## src/rtl/rgb_breath_pwm.sv

```systemverilog
// Multi-channel PWM LED driver: per-channel off / static / breathe / blink with a shared
// triangle envelope. Define RGB_PWM_GAMMA_EN to square the duty for a perceptual curve.
module rgb_breath_pwm #(
    parameter int              CH        = 3,
    parameter int              PWM_W     = 8,
    parameter int              DIV_W     = 16,
    parameter logic [CH-1:0]   PHASE_INV = 3'b010
) (
    input  logic                  clk,
    input  logic                  reset,
    input  logic                  en,
    input  logic [2*CH-1:0]       mode,
    input  logic [CH*PWM_W-1:0]   duty_in,
    input  logic [DIV_W-1:0]      step_div,
    output logic [CH-1:0]         led,
    output logic                  period_start
);

    logic [PWM_W-1:0] cnt_reg;
    logic [DIV_W-1:0] pcnt_reg;
    logic [PWM_W-1:0] env_reg;
    logic [PWM_W-1:0] env_next;
    logic             dir_reg;
    logic             dir_next;
    logic [CH-1:0]    led_reg;
    logic [CH-1:0]    led_next;
    logic             period_start_reg;
    logic             cnt_max;
    logic             env_step;

    assign cnt_max  = (cnt_reg == '1);
    assign env_step = (pcnt_reg == step_div);

    // Triangle envelope: each extreme is held for one step by reversing straight off it.
    always_comb begin
        env_next = env_reg;
        dir_next = dir_reg;
        if (dir_reg) begin
            if (env_reg == '1) begin
                env_next = env_reg - PWM_W'(1);
                dir_next = 1'b0;
            end else begin
                env_next = env_reg + PWM_W'(1);
            end
        end else begin
            if (env_reg == '0) begin
                env_next = env_reg + PWM_W'(1);
                dir_next = 1'b1;
            end else begin
                env_next = env_reg - PWM_W'(1);
            end
        end
    end

    always_ff @(posedge clk) begin
        if (reset) begin
            cnt_reg          <= '0;
            pcnt_reg         <= '0;
            env_reg          <= '0;
            dir_reg          <= 1'b1;
            led_reg          <= '0;
            period_start_reg <= 1'b0;
        end else if (en) begin
            cnt_reg          <= cnt_reg + PWM_W'(1);
            led_reg          <= led_next;
            period_start_reg <= (cnt_reg == '0);
            if (cnt_max) begin
                if (env_step) begin
                    pcnt_reg <= '0;
                    env_reg  <= env_next;
                    dir_reg  <= dir_next;
                end else begin
                    pcnt_reg <= pcnt_reg + DIV_W'(1);
                end
            end
        end else begin
            led_reg          <= '0;
            period_start_reg <= 1'b0;
        end
    end

    generate
        for (genvar gi = 0; gi < CH; gi++) begin : g_ch
            logic [1:0]       ch_mode;
            logic [PWM_W-1:0] ch_duty;
            logic [PWM_W-1:0] raw_duty;
            logic [PWM_W-1:0] eff_duty;
            logic [PWM_W-1:0] sh_reg;

            assign ch_mode = mode[2*gi +: 2];
            assign ch_duty = duty_in[gi*PWM_W +: PWM_W];

            always_comb begin
                raw_duty = '0;
                case (ch_mode)
                    2'b00: raw_duty = '0;
                    2'b01: raw_duty = ch_duty;
                    2'b10: raw_duty = PHASE_INV[gi] ? ~env_reg : env_reg;
                    2'b11: raw_duty = (dir_reg ^ PHASE_INV[gi]) ? ch_duty : '0;
                    default: raw_duty = '0;
                endcase
            end

`ifdef RGB_PWM_GAMMA_EN
            logic [2*PWM_W-1:0] sq;
            assign sq       = {{PWM_W{1'b0}}, raw_duty} * {{PWM_W{1'b0}}, raw_duty};
            assign eff_duty = PWM_W'(sq >> PWM_W);
`else
            assign eff_duty = raw_duty;
`endif

            // Shadow loads only on the last cycle of a period, so a period never changes mid-way.
            always_ff @(posedge clk) begin
                if (reset) begin
                    sh_reg <= '0;
                end else if (en && cnt_max) begin
                    sh_reg <= eff_duty;
                end
            end

            assign led_next[gi] = (sh_reg > cnt_reg);
        end
    endgenerate

    assign led          = led_reg;
    assign period_start = period_start_reg;

endmodule

```

## config.mk

```make
export PLATFORM = sky130hd
export DESIGN_NAME = rgb_breath_pwm
export DESIGN_NICKNAME = d
export VERILOG_FILES = /design/src/rtl/rgb_breath_pwm.sv
export SDC_FILE = /design/constraint.sdc
export NUM_CORES = 1
export LEC_CHECK = 0
export ABC_AREA = 1
export CORE_MARGIN = 4
export CORE_UTILIZATION = 51
export DETAILED_ROUTE_END_ITERATION = 8
export GPL_TIMING_DRIVEN = 0
export PLACE_DENSITY = 0.77
export SLEW_MARGIN = 20
export SYNTH_ARGS = -nofsm -noshare
export SYNTH_HDL_FRONTEND = slang
export SYNTH_SLANG_ARGS = --single-unit
```

## constraint.sdc

```tcl
create_clock -name clk -period 1.5 [get_ports clk]
set_input_delay 0.225 -clock clk [delete_from_list [all_inputs] [get_ports clk]]
set_output_delay 0.225 -clock clk [all_outputs]
set_load 0.1 [all_outputs]
```

==> results of run 1 <==
how the worst min path moves through the flow:
stage	endpoint	cells after the start
after floorplan	cnt_reg[7]	2
after global placement	g_ch[1].sh_reg[0]	2
after detailed placement	g_ch[0].sh_reg[2]	2
after CTS	period_start	1
after global routing	cnt_reg[7]	3
final	cnt_reg[7]	3
cells in the mapped netlist (2+ instances only):
master	instances
a21oi_1	50
buf_1	2
buf_2	10
buf_6	4
clkbuf_1	3
dfxtp_1	61
ha_1	30
inv_1	102
inv_2	4
nand2_1	208
nand3_1	35
nand3_2	3
nand4_1	19
nor2_1	61
nor2_2	2
nor2_4	7
nor3_1	13
o21ai_0	19
o21ai_1	5
o22ai_1	24
or2_2	4
xnor2_1	4
xor2_1	10
worst reg2reg max path: cells and delay by family, from the launching register on:
family                 cells  cell delay [ps]
and+or+nand+nor            8              810
DFF                        1              390
buffers and inverters      2              200
layout make-up:
type / instances / area, um^2
fill: 662 / 2233
multi-input combinational: 503 / 2977
clock buffer: 10 / 127.6
tap: 105 / 131.4
inverter: 107 / 432.9
sequential: 61 / 1295
buffer: 17 / 131.4
timing repair buffer: 88 / 907.1
clock inverter: 6 / 63.81
metal layers:
metal | wire [um] | GRT usage (%) | vias up
met5 | 0 | 0 | -
met4 | 388 | 9.534 | 0
met3 | 871 | 4.775 | 36
met2 | 6710 | 45.27 | 194
met1 | 5461 | 31.14 | 2217
li1 | - | - | 2410
kinds of logic (layout without fill, tap and decap cells):
kind of cell	after synthesis	in the layout	share of synthesized area, %
DFF	61	61	27.87
xor gates and xnor gates	14	14	2.798
adders and majority gates	30	30	8.567
buffers and inverters	128	228	12.08
and+or+nand+nor	358	358	36.24
AOI/OAI and AO/OA	101	101	12.45
placed cells by master (no fill, tap or decap), drive strengths merged:
| master | n |
|---|---|
| nor4 | 2 |
| clkdlybuf4s18 | 1 |
| nor3 | 14 |
| o211a | 1 |
| inv | 104 |
| nand3 | 39 |
| a21oi | 50 |
| clkbuf | 17 |
| or2 | 4 |
| clkinvlp | 3 |
| xor2 | 10 |
| a31oi | 1 |
| clkdlybuf4s50 | 42 |
| o22ai | 24 |
| dfxtp | 61 |
| buf | 46 |
| o21ai | 25 |
| bufinv | 1 |
| clkinv | 5 |
| nand2 | 210 |
| nand4 | 19 |
| clkdlybuf4s15 | 3 |
| dlymetal6s2s | 6 |
| xnor2 | 4 |
| ha | 30 |
| nor2 | 70 |
metrics by stage:
step,setup slack [ps],total power [mW]
global route,-116.3,3.729
global placement,-481.7,2.123
finish,-10.81,3.591
CTS,-34.59,3.585
detailed placement,-515.0,2.135
floorplan,43.91,1.926
what timing repair did:
action / 4_1_cts / 5_1_grt
resized for setup: 72 / 118
setup endpoints to repair: 56 / 50
hold endpoints to repair: 0 / 0
cloned: 0 / 1
pin swaps: 21 / 38
buffers inserted: 16 / 20
power by group:
part | total [mW] | internal [mW] | switching (mW)
clock | 1.46 | 0.764 | 0.698
sequential | 1.61 | 1.60 | 0.00839
combinational | 0.519 | 0.240 | 0.278
==> results.sh, run 1 <==
export IMPL_status="complete, but fails checks"
export IMPL_violations="setup timing"
export IMPL_cts_root_buf="clkbuf_8"
export IMPL_drc=0
export IMPL_p_per_area_nw_per_um2=592.0
export IMPL_syn_inst=692
export IMPL_clock_latency_ps=350
export IMPL_synth_cell_types=35
export IMPL_synth_avg_cell_area_um2=6.332
export IMPL_cts_buffers=9
export IMPL_initial_utilization_pct=52.80
export IMPL_critPathKind="register to register"
export IMPL_rsz0062_at_grt="yes"
export IMPL_core_area_um2=8299
export IMPL_die_area_um2=10140
export IMPL_async_reset_ff_share_pct=0
export IMPL_min_from="en"
export IMPL_overflow=0
export IMPL_gp_congestion=0.9244
export IMPL_grt_pass1_vias=4511
export IMPL_dp_hpwl_um=9518
export IMPL_cts_max_path_buffers=2
export IMPL_slew_headroom_pct=63.65
export IMPL_ys_seq_elements=61
export IMPL_final_cell_count_no_fill=897
export IMPL_synth_area_leaders="dfxtp_1 (28%), nand2_1 (18%), inv_1 (8.7%)"
export IMPL_ir_drop_v=0.0005567
export IMPL_cap_violations=0
export IMPL_synth_edf_count=0
export IMPL_dr_total_vias=4857
export IMPL_ant_nets=0
export IMPL_antenna_cells=0
export IMPL_cp_end_kind="register"
export IMPL_cts_tree="done"
export IMPL_critical_path_max_fanout=6
export IMPL_holdWs_ps=298.1
export IMPL_synth_nets=771
export IMPL_path_cells="inv_2 -> nand2_2 -> nand2_2 -> nor2_2 -> nand2_2 -> nor2_4 -> nand3_4 -> nand2_8 -> clkbuf_16 -> nor2_1"
export IMPL_synth_ff_type="dfxtp_1"
export IMPL_ys_warn_count=0
export IMPL_reg2reg_to="pcnt_reg[2]"
export IMPL_viasPerCell=5.415
export IMPL_firstDrtPassIters=6
export IMPL_grt_max_degree=12
export IMPL_yosysTopAreaCell="dfxtp_1"
export IMPL_io_pins=53
export IMPL_final_nets=866
export IMPL_critPathLaunchType="register"
export IMPL_largest_register_ffs=24
export IMPL_cts_clk_slew_worst_paths_ps=80
export IMPL_crit_cells=10
export IMPL_finClkSkew_ps=11.39
export IMPL_cp_top_family="simple AND/OR/NAND/NOR gates"
export IMPL_die_y_um=100.7
export IMPL_setup_viol_count_final=9
export IMPL_area_growth_pct=38.44
export IMPL_fin_area_um2=6066
export IMPL_place_area_um2=5035
export IMPL_wl_um=13430
export IMPL_h_tree_depth=3
export IMPL_period_share_pct=100.7
export IMPL_p_leak_nw=2.662
export IMPL_tns_ps=-62.18
export IMPL_worst_slew_pin_slew_ps=541.6
export IMPL_hold_class="input port to register"
export IMPL_crit_required_ps=1750
export IMPL_layout_min_cycle_time_ps=1511
export IMPL_grt_usage_pct=25.78
export IMPL_initialDrtViolationCount=252
export IMPL_timing_fmax_ghz=0.6619
export IMPL_setup_worst_path_end="pcnt_reg[2]"
export IMPL_die_x_um=100.7
export IMPL_yosysTopAreaCellShare_pct=27.87
export IMPL_maxSlewViolCount=0
export IMPL_hold_viol=0
export IMPL_synth_yosys_seq_area_share_pct=27.87
export IMPL_antenna_found_initial=0
export IMPL_finalWorstSetupSlack_ps=-10.81
export IMPL_dp_cells=849
export IMPL_crit_start="pcnt_reg[3]"
export IMPL_critPathSlowestCell="dfxtp_4"
export IMPL_r2r_slack_ps=-10
export IMPL_synthesis_area_um2=4382
export IMPL_drive_gt1_share_pct=25.13
export IMPL_rows=33
export IMPL_worstPathArrival_ps=1760
export IMPL_utilization_pct=73.09
export IMPL_routedWlPerCell_um=14.97
export IMPL_grt_pass1_wl_um=20830
export IMPL_crit_buf_inv=2
export IMPL_reg2regPathDepth=10
export IMPL_io_buffers=52
export IMPL_ctsHoldBuffers=0
export IMPL_r2r_start="pcnt_reg[3]"
export IMPL_cpPeakStageDelay_ps=390
export IMPL_crit_path_frequent_cell="nand2_2"
export IMPL_clock_sinks=61
No activity file was read; power rests on OpenSTA's default activity.
==> run 2, diff against run 1 <==
--- a/config.mk
+++ b/config.mk
@@ -8,6 +8,7 @@
 export ABC_AREA = 1
 export CORE_MARGIN = 4
 export CORE_UTILIZATION = 51
+export CTS_CLUSTER_DIAMETER = 100
 export DETAILED_ROUTE_END_ITERATION = 8
 export GPL_TIMING_DRIVEN = 0
 export PLACE_DENSITY = 0.77
==> results of run 2 <==
Same layout as run 1: the final DEF is identical, and so are final timing and power.
